File: config.mk
export PLATFORM = sky130hd
export DESIGN_NAME = lvds_rx_deframer_flat
export DESIGN_NICKNAME = d
export VERILOG_FILES = /design/src/rtl/lvds_link_pkg.sv /design/src/rtl/lvds_rx_deframer_if.sv /design/src/rtl/lvds_rx_fifo2.sv /design/src/rtl/lvds_rx_deframer.sv /design/src/flat_wrapper.sv
export SDC_FILE = /design/constraint.sdc
export NUM_CORES = 1
export LEC_CHECK = 0
export CAP_MARGIN = 40
export CORE_ASPECT_RATIO = 0.9
export CORE_MARGIN = 1.5
export CORE_UTILIZATION = 46
export CTS_CLUSTER_SIZE = 12
export DETAILED_ROUTE_END_ITERATION = 12
export DONT_BUFFER_PORTS = 1
export GPL_TIMING_DRIVEN = 1
export SETUP_SLACK_MARGIN = 0.5
export SLEW_MARGIN = 20
export SYNTH_ARGS = -nofsm -noshare
export SYNTH_HDL_FRONTEND = slang
export SYNTH_SLANG_ARGS = --single-unit
File: constraint.sdc
create_clock -name rx_outclock -period 4.9 [get_ports rx_outclock]
set_input_delay 0.98 -clock rx_outclock [delete_from_list [all_inputs] [get_ports rx_outclock]]
set_output_delay 0.98 -clock rx_outclock [all_outputs]
set_load 0.05 [all_outputs]
File: src/rtl/lvds_link_pkg.sv
// Shared definitions for the LVDS link framer/deframer pair: link FSM states,
// default training/header bytes and the position of the word valid bit.
package lvds_link_pkg;

  typedef enum logic [2:0] {
    WAIT_LOCK,
    HUNT,
    SETTLE,
    WAIT_HDR,
    DATA
  } link_state_e;

  localparam logic [7:0] TRAIN_PAT_DEF = 8'h35;
  localparam logic [7:0] HDR_PAT_DEF   = 8'h77;
  localparam int         VALID_BIT     = 31;

endpackage

File: src/rtl/lvds_rx_deframer_if.sv
// Word dequeue handshake between the deframer (master) and its consumer (slave).
interface lvds_rx_deframer_if;
    logic [31:0] deq_rx;
    logic        EN_deq_rx;
    logic        RDY_deq_rx;

    modport master (output deq_rx, output EN_deq_rx, input RDY_deq_rx);
    modport slave  (input deq_rx, input EN_deq_rx, output RDY_deq_rx);
endinterface

File: src/rtl/lvds_rx_fifo2.sv
// Two-entry FIFO for received words; push while full is accepted only when a pop
// frees a slot in the same cycle. The head reads as zero when empty.
module lvds_rx_fifo2 (
    input  logic        rx_outclock,
    input  logic        reset_n,
    input  logic        flush,
    input  logic        push,
    input  logic [31:0] push_data,
    input  logic        pop,
    output logic [31:0] head,
    output logic        full,
    output logic        empty
);
    logic [31:0] mem [2];
    logic        wr_ptr;
    logic        rd_ptr;
    logic [1:0]  count;
    logic        do_push;
    logic        do_pop;

    assign full    = (count == 2'd2);
    assign empty   = (count == 2'd0);
    assign do_push = push && (!full || pop);
    assign do_pop  = pop && !empty;
    assign head    = empty ? 32'h0 : mem[rd_ptr];

    // NOTE: sequential state uses non-blocking assignments so every register
    // samples pre-edge values, independent of statement order.
    always_ff @(posedge rx_outclock) begin
        if (!reset_n || flush) begin
            wr_ptr <= 1'b0;
            rd_ptr <= 1'b0;
            count  <= 2'd0;
        end else begin
            if (do_push) wr_ptr <= ~wr_ptr;
            if (do_pop)  rd_ptr <= ~rd_ptr;
            case ({do_push, do_pop})
                2'b10:   count <= count + 2'd1;
                2'b01:   count <= count - 2'd1;
                default: count <= count;
            endcase
        end
    end

    // NOTE: storage is deliberately not reset; count gates every read, so stale
    // contents are never observed and the array can map onto plain flops/RAM.
    always_ff @(posedge rx_outclock) begin
        if (do_push) mem[wr_ptr] <= push_data;
    end
endmodule

File: src/rtl/lvds_rx_deframer.sv
// LVDS receive deframer: bitslip word alignment on a training byte, header
// detection, 4-byte word assembly and a 2-deep output buffer with drop counting.
module lvds_rx_deframer
    import lvds_link_pkg::*;
#(
    parameter logic [7:0] TRAIN_PAT    = TRAIN_PAT_DEF,
    parameter logic [7:0] HDR_PAT      = HDR_PAT_DEF,
    parameter int         SETTLE_CYC   = 3,
    parameter int         LOCK_MATCHES = 4
) (
    input  logic                      rx_outclock,
    input  logic                      reset_n,
    input  logic                      rx_locked,
    input  logic [7:0]                rx_out,
    output logic                      rx_data_align,
    output logic                      rx_align_done,
    output logic [7:0]                drop_cnt,
    lvds_rx_deframer_if.master        deq
);
    link_state_e state_q, state_n;
    logic [7:0]  match_q, match_n;
    logic [7:0]  settle_q, settle_n;
    logic [1:0]  idx_q, idx_n;
    logic [23:0] shreg_q, shreg_n;
    logic        pend_q, pend_n;
    logic [31:0] pend_word_q, pend_word_n;
    logic        align_n;
    logic        done_n;
    logic        lock_lost;
    logic [31:0] word;

    logic        fifo_push;
    logic        fifo_pop;
    logic        fifo_full;
    logic        fifo_empty;

    assign lock_lost = (state_q != WAIT_LOCK) && !rx_locked;
    assign word      = {shreg_q, rx_out};

    // NOTE: every variable gets a default before the case so no path leaves it
    // unassigned, which would otherwise infer a latch.
    always_comb begin
        state_n     = state_q;
        match_n     = match_q;
        settle_n    = settle_q;
        idx_n       = idx_q;
        shreg_n     = shreg_q;
        pend_n      = 1'b0;
        pend_word_n = pend_word_q;
        align_n     = 1'b0;
        case (state_q)
            WAIT_LOCK: if (rx_locked) state_n = HUNT;
            HUNT: begin
                if (rx_out == TRAIN_PAT) begin
                    match_n = match_q + 8'd1;
                    if (match_n == 8'(LOCK_MATCHES)) state_n = WAIT_HDR;
                end else begin
                    match_n  = 8'd0;
                    settle_n = 8'd0;
                    align_n  = 1'b1;
                    state_n  = SETTLE;
                end
            end
            // The bitslip pulse occupies the first SETTLE cycle; SETTLE_CYC quiet cycles follow.
            SETTLE: begin
                if (settle_q == 8'(SETTLE_CYC)) state_n = HUNT;
                else                            settle_n = settle_q + 8'd1;
            end
            WAIT_HDR: begin
                if (rx_out == HDR_PAT) begin
                    state_n = DATA;
                    idx_n   = 2'd0;
                end
            end
            DATA: begin
                idx_n   = idx_q + 2'd1;
                shreg_n = {shreg_q[15:0], rx_out};
                if (idx_q == 2'd3 && word[VALID_BIT]) begin
                    pend_n      = 1'b1;
                    pend_word_n = word;
                end
            end
            default: state_n = WAIT_LOCK;
        endcase
        if (lock_lost) begin
            state_n  = WAIT_LOCK;
            match_n  = 8'd0;
            settle_n = 8'd0;
            idx_n    = 2'd0;
            pend_n   = 1'b0;
            align_n  = 1'b0;
        end
        done_n = (state_n == WAIT_HDR) || (state_n == DATA);
    end

    always_ff @(posedge rx_outclock) begin
        if (!reset_n) begin
            state_q       <= WAIT_LOCK;
            match_q       <= 8'd0;
            settle_q      <= 8'd0;
            idx_q         <= 2'd0;
            shreg_q       <= 24'h0;
            pend_q        <= 1'b0;
            pend_word_q   <= 32'h0;
            rx_data_align <= 1'b0;
            rx_align_done <= 1'b0;
        end else begin
            state_q       <= state_n;
            match_q       <= match_n;
            settle_q      <= settle_n;
            idx_q         <= idx_n;
            shreg_q       <= shreg_n;
            pend_q        <= pend_n;
            pend_word_q   <= pend_word_n;
            rx_data_align <= align_n;
            rx_align_done <= done_n;
        end
    end

    // The completed word waits one cycle in pend_* before entering the buffer.
    assign fifo_push     = pend_q && !lock_lost;
    assign fifo_pop      = !fifo_empty && deq.RDY_deq_rx;
    assign deq.EN_deq_rx = fifo_pop;

    lvds_rx_fifo2 u_fifo (
        .rx_outclock (rx_outclock),
        .reset_n     (reset_n),
        .flush       (lock_lost),
        .push        (fifo_push),
        .push_data   (pend_word_q),
        .pop         (fifo_pop),
        .head        (deq.deq_rx),
        .full        (fifo_full),
        .empty       (fifo_empty)
    );

    always_ff @(posedge rx_outclock) begin
        if (!reset_n)
            drop_cnt <= 8'd0;
        else if (fifo_push && fifo_full && !fifo_pop && drop_cnt != 8'hFF)
            drop_cnt <= drop_cnt + 8'd1;
    end
endmodule

File: src/flat_wrapper.sv
// flat-port wrapper written by rule: the top's interface ports become plain ports
module lvds_rx_deframer_flat import lvds_link_pkg::*;
#(
    parameter logic [7:0] TRAIN_PAT    = TRAIN_PAT_DEF,
    parameter logic [7:0] HDR_PAT      = HDR_PAT_DEF,
    parameter int         SETTLE_CYC   = 3,
    parameter int         LOCK_MATCHES = 4
)
  (rx_outclock, reset_n, rx_locked, rx_out, rx_data_align, rx_align_done, drop_cnt, deq_deq_rx, deq_EN_deq_rx, deq_RDY_deq_rx);
  lvds_rx_deframer_if deq_i ();
  input  logic rx_outclock;
  input  logic reset_n;
  input  logic rx_locked;
  input  logic [7:0] rx_out;
  output logic rx_data_align;
  output logic rx_align_done;
  output logic [7:0] drop_cnt;
  output wire logic [$bits(deq_i.deq_rx)-1:0] deq_deq_rx;
  output wire logic [$bits(deq_i.EN_deq_rx)-1:0] deq_EN_deq_rx;
  input wire logic [$bits(deq_i.RDY_deq_rx)-1:0] deq_RDY_deq_rx;
  assign deq_deq_rx = deq_i.deq_rx;
  assign deq_EN_deq_rx = deq_i.EN_deq_rx;
  assign deq_i.RDY_deq_rx = deq_RDY_deq_rx;
  lvds_rx_deframer #(.TRAIN_PAT(TRAIN_PAT), .HDR_PAT(HDR_PAT), .SETTLE_CYC(SETTLE_CYC), .LOCK_MATCHES(LOCK_MATCHES)) u_core (.rx_outclock(rx_outclock), .reset_n(reset_n), .rx_locked(rx_locked), .rx_out(rx_out), .rx_data_align(rx_data_align), .rx_align_done(rx_align_done), .drop_cnt(drop_cnt), .deq(deq_i));
endmodule
==> qor.txt, run 1 <==
highest clock rate = 0.334 GHz
post-synth cell types = 53
setup TNS = 0 ns
Final Cell Area = 7040 µm²
period utilization = 61.0%
GRT Util Overall = 17.7%
WP depth = 3
Final Hold Fails = 0
Syn Inst Count = 595
post-DR wirelength/cell = 15.3 µm
crit start category = register
post-CTS setup buffer count = 0
Net Sw Frac = 21.2%
IR drop worst, VDD = 0.238 mV
largest net degree at the start of global routing = 37
htree depth = 4
leakage = 2.28 nW
Critical Path AT = 2.01 ns
combinational share of power = 2.1%
Worst Clk Skew = 0.00974 ns
number of flops mapped to enable cells by yosys = 64
RR Startpoint = u_core.state_q[1]
Via density = 5.29
dpl hpwl = 7.72 mm
Crit Path Max Fanout = 24
CTS tree = done
most common cell after layout, fill and taps aside = nand2_1
Rows = 39
WP data required = 3.92 ns
area grow syn2layout = 14.4%
Longest Clk Path Bufs = 2
initial antenna violation count = 0
Port Buffer Count = 0
clock sink total = 157
cell count of the worst reg-to-reg path = 7
core area = 12900 µm²
Worst-Skew Late Latency = 0.43 ns
Post-synth ARST share = 0%
clk slew on worst S/H paths = 0.06 ns
Post-Route WL = 11.9 mm
Hold/Removal Path Class = reg -> reg
cell family with most CP delay = simple AND/OR/NAND/NOR gates
Tot Pwr = 0.00279 W
most frequent cells in the layout = nand2_1 (130), dfxtp_1 (92), nor2_1 (68), a21oi_1 (66), edfxtp_1 (64)
Overflow after GRT = 0
via count = 4128
fin util = 54.6%
cts repair resizes = 0
Yosys reg bits = 157
top_reg_cell synth = dfxtp_1
Mean Syn Cell Area = 10.3 µm²
die footprint = 14100 µm²
crit path capture = deq_deq_rx[3]
vias in the first global route = 4071
fin nets = 621
sw power = 0.000592 W
post-cts hold buffer count = 0
I/O pin count = 55
placed instance count = 745
outcome = completed
Worst-Margin Slew = 0.892 ns
CP Cell Sequence = buf_12 -> mux2i_1 -> nor2_1
Area after DPL = 6380 µm²
r2r setup slk = 2.46 ns
reg-to-reg endpoint = u_core.pend_word_q[22]
critical setup path kind = reg -> out
RePlAce Congestion = 0.790
# diodes = 0
endpoints failing setup = 0
Int Pwr = 0.00220 W
Remaining DRCs = 0
Rel. slew slack = 40.3%
Slew Viols, Final = 0
Buf+Inv Stages, Crit Path = 1
clk root buf = clkbuf_16
element type at the critical path end = output port
layout cell share with drive strength beyond 1 = 10.2%
Crit path largest cell delay = 0.67 ns
Seq/Total Area, Yosys = 61.5%
ANT nets after route = 0
P per Cell Area = 396 nW/µm²
RSZ-0062 raised after global routing = false
net count after synthesis = 612
CTS buffer count = 17
synth warn = 0
Post-Syn Area = 6150 µm²
fin cells = 781
Starting Density = 47.8%
sequential share of power = 48.8%
global-route wire length before repair = 19.7 mm
min Tclk post-route = 2.99 ns
FILL cells = 1123
Clock Power Share = 49.1%
Die Y = 113 µm
Detailed Route Iter0 Violations = 286
First-pass DRT Iterations = 4
critical path's slowest cell = nor2_1
Max-Cap Viols = 0
chip width = 125 µm
==> flip-flops by register name (all words and copies together), names as in the netlist, named ones only <==
signal and flops:
u_core.state_q 3, u_core.rx_align_done 1, u_core.shreg_q 24, u_core.match_q 8, u_core.idx_q 2, u_core.settle_q 8, u_core.u_fifo.rd_ptr 1, u_core.pend_word_q 32
u_core.rx_data_align 1, u_core.u_fifo.wr_ptr 1, u_core.pend_q 1, u_core.u_fifo.mem 64, u_core.drop_cnt 8, u_core.u_fifo.count 2
==> area by class of cell <==
class / instances / area [µm²] / area share (%)
timing repair buffer: 20 / 190 / 2.70
multi-input combinational: 400 / 2210 / 31.4
clock buffer: 18 / 439 / 6.24
clock inverter: 14 / 180 / 2.56
tap: 164 / 205 / 2.92
inverter: 8 / 30.0 / 0.427
sequential: 157 / 3780 / 53.8
==> metal layers <==
layer  vias to the layer above  share of wire, %  global-route usage [%]
li1                       2091                 -                       -
met1                      1946                46                    21.8
met2                        70                47                    28.9
met3                        21               4.6                    5.15
met4                         0               2.3                    9.02
met5                         -                 0                       0
==> cells by family (layout without fill, tap and decap cells) <==
| family | after synthesis | count (layout) | share of synthesized area, % |
|---|---|---|---|
| compound gates | 95 | 95 | 9.25 |
| xor+xnor | 17 | 17 | 2.42 |
| fa+ha+maj | 5 | 5 | 1.02 |
| buf+inv | 38 | 60 | 2.70 |
| flops | 157 | 157 | 61.5 |
| mux | 33 | 33 | 5.37 |
| simple gates | 250 | 250 | 17.7 |
==> worst min-delay path by stage <==
| stage | depth (start not counted) | to | slack (ns) | startpoint |
|---|---|---|---|---|
| detailed placement | 0 | u_core.u_fifo.mem[0][19] | 0.44 | u_core.pend_word_q[19] |
| floorplan | 0 | u_core.u_fifo.mem[0][0] | 0.43 | u_core.pend_word_q[0] |
| finish | 0 | u_core.u_fifo.mem[1][6] | 0.45 | u_core.pend_word_q[6] |
| CTS | 0 | u_core.u_fifo.mem[1][19] | 0.46 | u_core.pend_word_q[19] |
| global placement | 0 | u_core.u_fifo.mem[0][19] | 0.43 | u_core.pend_word_q[19] |
| global route | 0 | u_core.u_fifo.mem[1][21] | 0.47 | u_core.pend_word_q[21] |
==> power groups by stage <==
stage,clock network [W],logic (W),registers [W]
after CTS,0.00139,0.0000581,0.00136
after global placement,0,0.0000550,0.00139
after floorplan,0,0.0000498,0.00139
final,0.00137,0.0000578,0.00136
after detailed placement,0,0.0000576,0.00139
after global routing,0.00144,0.0000633,0.00136
==> cells in the mapped netlist (4+ instances only) <==
cell | number | area [µm²]
a21oi_1 | 66 | 330
buf_1 | 5 | 18.8
buf_2 | 4 | 20.0
clkbuf_1 | 18 | 67.6
dfxtp_1 | 93 | 1860
edfxtp_1 | 64 | 1920
ha_1 | 5 | 62.6
inv_1 | 6 | 22.5
mux2i_1 | 33 | 330
nand2_1 | 130 | 488
nand3_1 | 9 | 45.0
nand4_1 | 4 | 25.0
nor2_1 | 71 | 267
nor3_1 | 8 | 40.0
o21ai_0 | 6 | 30.0
xnor2_1 | 10 | 87.6
xor2_1 | 7 | 61.3
==> through the flow <==
step / hold slack, ns / setup WS, ns
finish: 0.454 / 1.91
global route: 0.466 / 1.80
CTS: 0.457 / 1.88
detailed placement: 0.441 / 2.21
global placement: 0.433 / 1.98
floorplan: 0.425 / 1.71
Note: power is estimated with default switching activity, not from simulation.
==> run 2, diff against run 1 <==
==> constraint.sdc (replaced) <==
create_clock -name rx_outclock -period 2.84 [get_ports rx_outclock]
set_input_delay 0.568 -clock rx_outclock [delete_from_list [all_inputs] [get_ports rx_outclock]]
set_output_delay 0.568 -clock rx_outclock [all_outputs]
set_load 0.05 [all_outputs]
==> qor.txt, run 2 (synthesis gave the netlist of run 1 again) <==
Max-Cap Viols = 0
Net Sw Frac = 22.2%
Critical Path AT = 2.55 ns
most frequent cells in the layout = nand2_1 (130), dfxtp_1 (92), nor2_1 (68), a21oi_1 (66), edfxtp_1 (64)
post-DR wirelength/cell = 14.6 µm
Starting Density = 47.8%
combinational share of power = 2.2%
Final Hold Fails = 0
Clock Power Share = 45.9%
Port Buffer Count = 0
endpoints failing setup = 0
fin nets = 653
Hold/Removal Path Class = in -> reg
I/O pin count = 55
Remaining DRCs = 0
CP Cell Sequence = ha_1 -> nor4b_1 -> a2111oi_4 -> or2_1 -> o311a_1
vias in the first global route = 4187
element type at the critical path end = register
critical path's slowest cell = nor4b_1
# diodes = 0
Detailed Route Iter0 Violations = 226
clock sink total = 157
Buf+Inv Stages, Crit Path = 0
period utilization = 78.9%
core area = 12900 µm²
min Tclk post-route = 2.24 ns
Worst Clk Skew = 0.00590 ns
Overflow after GRT = 0
ANT nets after route = 0
CTS buffer count = 17
FILL cells = 1196
htree depth = 4
area grow syn2layout = 16.6%
critical setup path kind = reg -> reg
WP data required = 3.15 ns
Worst-Skew Late Latency = 0.42 ns
Area after DPL = 6620 µm²
post-CTS setup buffer count = 0
cell family with most CP delay = simple AND/OR/NAND/NOR gates
clk root buf = clkbuf_16
via count = 4269
Crit Path Max Fanout = 8
largest net degree at the start of global routing = 33
Biggest register = u_core.u_fifo.mem
max reg flops = 64
GRT Util Overall = 18.0%
Rows = 39
largest registers = u_core.u_fifo.mem x64, u_core.pend_word_q x32, u_core.shreg_q x24
layout cell share with drive strength beyond 1 = 14.6%
P per Cell Area = 631 nW/µm²
initial antenna violation count = 0
Via density = 5.25
highest clock rate = 0.446 GHz
Worst-Margin Slew = 0.693 ns
most common cell after layout, fill and taps aside = nand2_1
sequential share of power = 51.9%
setup TNS = 0 ns
Int Pwr = 0.00353 W
dpl hpwl = 7.55 mm
chip width = 125 µm
RePlAce Congestion = 0.772
Final Cell Area = 7170 µm²
Longest Clk Path Bufs = 2
outcome = completed
Slew Viols, Final = 0
CTS tree = done
Multi-input gate area = 2210 µm²
die footprint = 14100 µm²
Die Y = 113 µm
First-pass DRT Iterations = 5
global-route wire length before repair = 20.2 mm
Reg area = 3780 µm²
RSZ-0062 raised after global routing = false
IR drop worst, VDD = 0.578 mV
clk slew on worst S/H paths = 0.06 ns
crit start category = register
leakage = 2.41 nW
Post-Route WL = 11.9 mm
Rel. slew slack = 53.2%
Crit path largest cell delay = 0.59 ns
sw power = 0.00100 W
## run 2: cell count changes in the layout (fill, tap and decap cells not counted), sizes merged
cell      before  now
buf           20   52
clkinv         2    6
bufinv         3    0
clkbuf        18   19
clkinvlp       3    2
inv           14   13
## run 2: area by class of cell
class,instances,share of cell area (%)
clock inverters,13,1.48
multi-input cells,400,30.8
flip-flops and latches,157,52.8
repair buffers,52,5.49
inverters,8,0.419
well taps,164,2.86
clock buffers,19,6.17
## run 2: path summary, 6_finish.rpt
check | start | end | slack, ns | cells past startpoint
worst max-delay path | u_core.settle_q[0] | u_core.state_q[1] | 0.60 | 5
worst min-delay path | reset_n | u_core.drop_cnt[2] | 0.27 | 1
worst max register to register | u_core.settle_q[0] | u_core.state_q[1] | 0.60 | 5
worst min register to register | u_core.pend_word_q[24] | u_core.u_fifo.mem[0][24] | 0.46 | 0
## run 2: power groups by stage
stage | clock (W) | sequential [W] | combinational [W]
2_1_floorplan | 0 | 0.00239 | 0.0000860
3_3_place_gp | 0 | 0.00240 | 0.0000963
3_5_place_dp | 0 | 0.00240 | 0.0000984
4_1_cts | 0.00213 | 0.00235 | 0.0000985
5_1_grt | 0.00222 | 0.00235 | 0.000109
6_report | 0.00208 | 0.00235 | 0.0000988
## run 2: layer usage
layer  vias to the layer above  global-route usage (%)  wire length [µm]
met1                      2030                    22.1              5510
met2                        79                    29.9              5700
li1                       2147                       -                 -
met5                         -                       0                 0
met3                        13                    6.34               495
met4                         0                    6.14               150
## run 2: per-stage QoR
step	hold WS, ns	util [%]	setup WS, ns	std cells	power, W
3_3_place_gp	0.430	51.3	0.618	780	0.00249
6_report	0.274	55.7	0.599	813	0.00453
2_1_floorplan	0.425	-	0.405	595	0.00248
5_1_grt	0.259	55.7	0.504	813	0.00468
4_1_cts	0.257	55.7	0.591	813	0.00458
3_5_place_dp	0.443	51.4	0.640	781	0.00250
## run 2: what timing repair did
item	in CTS	in global routing
endpoints found under the setup margin	22	32
resized for setup	1	1
hold buffers	0	0
## run 2: worst reg2reg max path: stages, from the launching register on
cell       delay [ns]
dfxtp_1          0.39
ha_1             0.23
nor4b_1          0.59
a2111oi_4        0.24
or2_1            0.31
o311a_1          0.36
